**config.mk**
```make
export PLATFORM = sky130hd
export DESIGN_NAME = inst_sequencer
export DESIGN_NICKNAME = d
export VERILOG_FILES = /design/src/rtl/inst_sequencer.sv
export SDC_FILE = /design/constraint.sdc
export NUM_CORES = 1
export LEC_CHECK = 0
export BUFFER_PORTS_ARGS = -buffer_cell sky130_fd_sc_hd__buf_2
export CORE_MARGIN = 1.5
export CORE_UTILIZATION = 50
export DETAILED_ROUTE_END_ITERATION = 8
export GPL_TIMING_DRIVEN = 0
export HOLD_SLACK_MARGIN = 0.15
export PLACE_DENSITY = 0.73
export SETUP_SLACK_MARGIN = 0.4
export SYNTH_ARGS = -nofsm -noshare
export SYNTH_HDL_FRONTEND = slang
export SYNTH_SLANG_ARGS = --single-unit
```
**constraint.sdc**
```tcl
create_clock -name clk -period 12.8 [get_ports clk]
set_input_delay 0.64 -clock clk [delete_from_list [all_inputs] [get_ports clk]]
set_output_delay 0.64 -clock clk [all_outputs]
set_load 0.02 [all_outputs]
```
**src/rtl/inst_sequencer.sv**
```systemverilog
// Instruction sequencer: a host-filled FIFO of 32-bit words, replayed to the
// downstream controller one word per SLOT_CYCLES-cycle slot after a start pulse.
module inst_sequencer #(
  parameter int DEPTH       = 16,
  parameter int SLOT_CYCLES = 5
) (
  input  logic                     clk,
  input  logic                     rst,
  input  logic                     wr_valid,
  input  logic [31:0]              wr_data,
  output logic                     wr_ready,
  input  logic                     start,
  output logic                     busy,
  output logic                     done,
  output logic [31:0]              inst_out,
  output logic [2:0]               slot_cnt,
  output logic [$clog2(DEPTH):0]   fifo_level,
  output logic [15:0]              issued_cnt
);

  localparam int AW = $clog2(DEPTH);
  localparam int LW = AW + 1;

  typedef enum logic {S_IDLE, S_ISSUE} state_t;

  state_t          state, state_nxt;
  logic [31:0]     mem [DEPTH];
  logic [AW-1:0]   wr_ptr, rd_ptr;
  logic            push, pop, finish, last_slot, have_word;

  // Ready depends only on the registered level, so a pop cannot make room for a same-cycle push.
  assign wr_ready  = (fifo_level != LW'(DEPTH));
  assign push      = wr_valid & wr_ready;
  assign have_word = (fifo_level != '0);
  assign last_slot = (slot_cnt == 3'(SLOT_CYCLES - 1));

  always_comb begin
    state_nxt = state;
    pop       = 1'b0;
    finish    = 1'b0;
    case (state)
      S_IDLE: begin
        if (start && have_word) begin
          pop       = 1'b1;
          state_nxt = S_ISSUE;
        end
      end
      S_ISSUE: begin
        if (last_slot) begin
          if (have_word) begin
            pop = 1'b1;
          end else begin
            finish    = 1'b1;
            state_nxt = S_IDLE;
          end
        end
      end
      default: state_nxt = S_IDLE;
    endcase
  end

  // Storage carries no reset; flushing is done through the pointers and level.
  always_ff @(posedge clk) begin
    if (push) mem[wr_ptr] <= wr_data;
  end

  always_ff @(posedge clk or posedge rst) begin
    if (rst) begin
      state      <= S_IDLE;
      wr_ptr     <= '0;
      rd_ptr     <= '0;
      fifo_level <= '0;
      busy       <= 1'b0;
      done       <= 1'b0;
      inst_out   <= '0;
      slot_cnt   <= '0;
      issued_cnt <= '0;
    end else begin
      state      <= state_nxt;
      busy       <= (state_nxt == S_ISSUE);
      done       <= finish;
      fifo_level <= fifo_level + LW'(push) - LW'(pop);
      if (push) wr_ptr <= wr_ptr + AW'(1);
      if (pop)  rd_ptr <= rd_ptr + AW'(1);

      if (pop)         inst_out <= mem[rd_ptr];
      else if (finish) inst_out <= '0;

      if (pop || finish)          slot_cnt <= '0;
      else if (state == S_ISSUE)  slot_cnt <= slot_cnt + 3'd1;

      if (pop) issued_cnt <= (state == S_IDLE) ? 16'd1 : issued_cnt + 16'd1;
    end
  end

endmodule
```
==> results_dict.tcl <==
set metrics [dict create \
    synth_top_family_by_area "multiplexers" \
    dp_hpwl_mm 31.9 \
    drive_gt1_share_pct 22.6 \
    hold_path_class "in2reg" \
    relSlewSlack_pct 35.5 \
    drc 0 \
    grt_overflow 0 \
    multi_input_area_sq_um 5160 \
    status "complete, no violations" \
    regArea_sq_um 17000 \
    wl_mm 50.8 \
    cts_setup_buffers 0 \
    leakage_uw 0.00913 \
    avgRoutedWirePerCell_microns 25.1 \
    cts.sinks 578 \
    cp-start-kind "register" \
    clockBufferDepth 3 \
    synth_seq_cells 578 \
    synth_flop_cell "edfxtp_1" \
    period_minus_slack_ps 3810 \
    fin_tns_setup_ps 0 \
    firstDrtPassIters 6 \
    hold_viol 0 \
    cts_buffers 56 \
    diodes 0 \
    worstSetupEndpointType "register" \
    path_class "reg2reg" \
    yosysWarnings 0 \
    synth.net_count 1249 \
    pin_count 95 \
    cts_resized 0 \
    synth_compound_area_share_pct 6.40 \
    core_area_sq_um 44300 \
    routabilityCongestion 0.790 \
    synth_edf_count 512 \
    die_area_sq_um 46300 \
    required_ps 13310 \
    worstMarginPinSlew_ps 967 \
    grt_max_degree 44 \
    final_cell_mix "edfxtp_1, mux2i_1, buf_2, dfrtp_1, mux4_2" \
    synth_cell_types 51 \
    crit_path_cell_trace "inv_1 > ha_1 > and3_1 > buf_2 > o21ai_1 > inv_2 > buf_2 > ha_1 > inv_1 > ha_1 > fa_1 > a21oi_1 > nor2_1 > nor2_1 > xnor2_1" \
    synthAdderAreaFrac_pct 0.867 \
    max_freq_ghz 0.263 \
    max_cap_viol_count 0 \
    rows 77 \
    period_share_pct 29.7 \
    postRouteAntennaNets 0 \
    grt_pass1_wl_mm 76.2 \
    root_buffer "clkbuf_16" \
    start_util_pct 50.8 \
    area_growth_pct 15.8 \
    cellPowerDensity_nw_per_um2 220 \
    synth_area_sq_um 22500 \
    finalInstanceArea_sq_um 26100 \
    rsz0062_at_grt "false" \
    num_vias 12000 \
    timing.reg2reg.setup_slack_ps 8990 \
    final_common_cell "edfxtp_1" \
    fillers 3238 \
    cpMostUsedCell "ha_1" \
    cts_max_level 2 \
    whs_path_depth 1 \
    peakVddDrop_mv 0.126 \
    synth-async-reset-ratio_pct 11.4 \
    cts_hold_buf 1 \
    clk_latency_ps 600 \
    slowest_delay_ps 610 \
    place_area_sq_um 24200 \
    finalWorstSetupSlack_ps 8990 \
    die_h_microns 215 \
    setup_viol 0 \
    die_w_microns 215 \
    cp_max_fo 10 \
    synth.area.mux_share_pct 12.2 \
    clk_pin_slew_ps 70 \
    dp_slack_ps 9030 \
    viasPerCell 5.94 \
    antenna_found_initial 1 \
    synth-xor-area-share_pct 0.584 \
    slew_violations 0 \
    skew_ps 22.5 \
    drt_iter0_drc 1192 \
    seq_area_frac_synth_pct 75.6 \
    grt_usage_pct 22.1 \
    synth-simple-area-share_pct 2.58 \
    cts_tree "done" \
    grt_pass1_vias 12300 \
    arrival_ps 4310 \
    syn_area_per_cell_sq_um 18.8 \
    synthCells 1198 \
    io_buffers 94 \
    r2r.worst_path.cells 15 \
    cp_slowest_cell "o21ai_1" \
    nNetsFinal 1435 \
]
==> sequential cells by signal, summed over array words and instances (netlist names) <==
| name | count |
|---|---|
| done | 1 |
| fifo_level | 5 |
| inst_out | 32 |
| issued_cnt | 16 |
| mem | 512 |
| rd_ptr | 4 |
| slot_cnt | 3 |
| state | 1 |
| wr_ptr | 4 |
==> synthesized netlist by cell type, types with 2 or more instances <==
cell type  number  area (sq um)
a21oi_1        40           200
and2_1         12          75.1
and3_1          3          18.8
and4_1          2          17.5
buf_1           6          22.5
buf_2          27           135
buf_4           2          15.0
clkbuf_1       37           139
dfrtp_1        66          1650
edfxtp_1      512         15400
ha_1           14           175
inv_1          14          52.6
inv_2           2          7.51
mux2i_1       127          1270
mux4_2         65          1460
nand2_1        20          75.1
nand2b_1        3          18.8
nand3_1         8          40.0
nand4_1         2          12.5
nor2_1         46           173
nor3b_1         2          15.0
nor4_1          4          25.0
o2111ai_1       4          35.0
o211ai_1        5          37.5
o21ai_0         5          25.0
o221ai_1       31           272
o2bb2ai_1      63           552
o31ai_1        33           248
or3_1           4          25.0
or4_1           5          37.5
xnor2_1         7          61.3
xor2_1          8          70.1
==> metal layers <==
metal,GRT usage [%],routed length (microns)
met1,30.7,21400
met2,36.0,24700
met3,3.57,3350
met4,7.18,1350
met5,0,13
==> through the flow <==
| step | utilization, % | hold slack (ps) | cells | power (uW) |
|---|---|---|---|---|
| after global placement | 53.5 | 467 | 1884 | 4050 |
| after floorplan | - | 546 | 1198 | 3540 |
| final | 58.8 | 422 | 2021 | 5740 |
| after global routing | 58.8 | 420 | 2021 | 5970 |
| after detailed placement | 54.7 | 470 | 1917 | 4150 |
| after CTS | 58.8 | 393 | 2021 | 5770 |
==> worst paths after layout <==
check / end / startpoint
min in group asynchronous: rd_ptr[0]$_DFFE_PP0P_ / rst
worst max-delay path: fifo_level[4]$_DFF_PP0_ / slot_cnt[0]$_DFFE_PP0P_
worst min-delay path: mem[6][3]$_DFFE_PP_ / wr_data[3]
max in group asynchronous: inst_out[13]$_DFFE_PP0N_ / rst
worst max register to register: fifo_level[4]$_DFF_PP0_ / slot_cnt[0]$_DFFE_PP0P_
worst min register to register: inst_out[20]$_DFFE_PP0N_ / inst_out[20]$_DFFE_PP0N_
==> worst max-delay path: cells and delay by family (launching register included) <==
kind | cells | cell delay [ps]
compound gates | 2 | 750
fa+ha+maj | 4 | 1190
simple gates | 3 | 360
flops | 1 | 390
xor+xnor | 1 | 120
buf+inv | 5 | 890
==> cells by family (layout without fill, tap and decap cells) <==
kind of cell | Yosys count | count (layout)
buffers and inverters | 90 | 321
AND/OR/NAND/NOR | 117 | 117
XOR/XNOR | 15 | 15
adder cells (fa/ha/maj) | 15 | 15
flip-flops | 578 | 578
multiplexers | 193 | 193
AO/OA/AOI/OAI | 190 | 190
==> final cells by class <==
type                       instances  area share, %
multi-input combinational        530           19.8
clock inverter                    18          0.811
inverter                          16          0.240
buffer                            74           1.26
tap                              592           2.84
clock buffer                      85           6.15
sequential                       578           65.3
timing repair buffer             128           3.56
==> power breakdown <==
group | switching [uW] | internal [uW]
Combinational | 1060 | 644
Clock | 675 | 959
Sequential | 98.7 | 2300
Power figures use the tool's default switching activity.
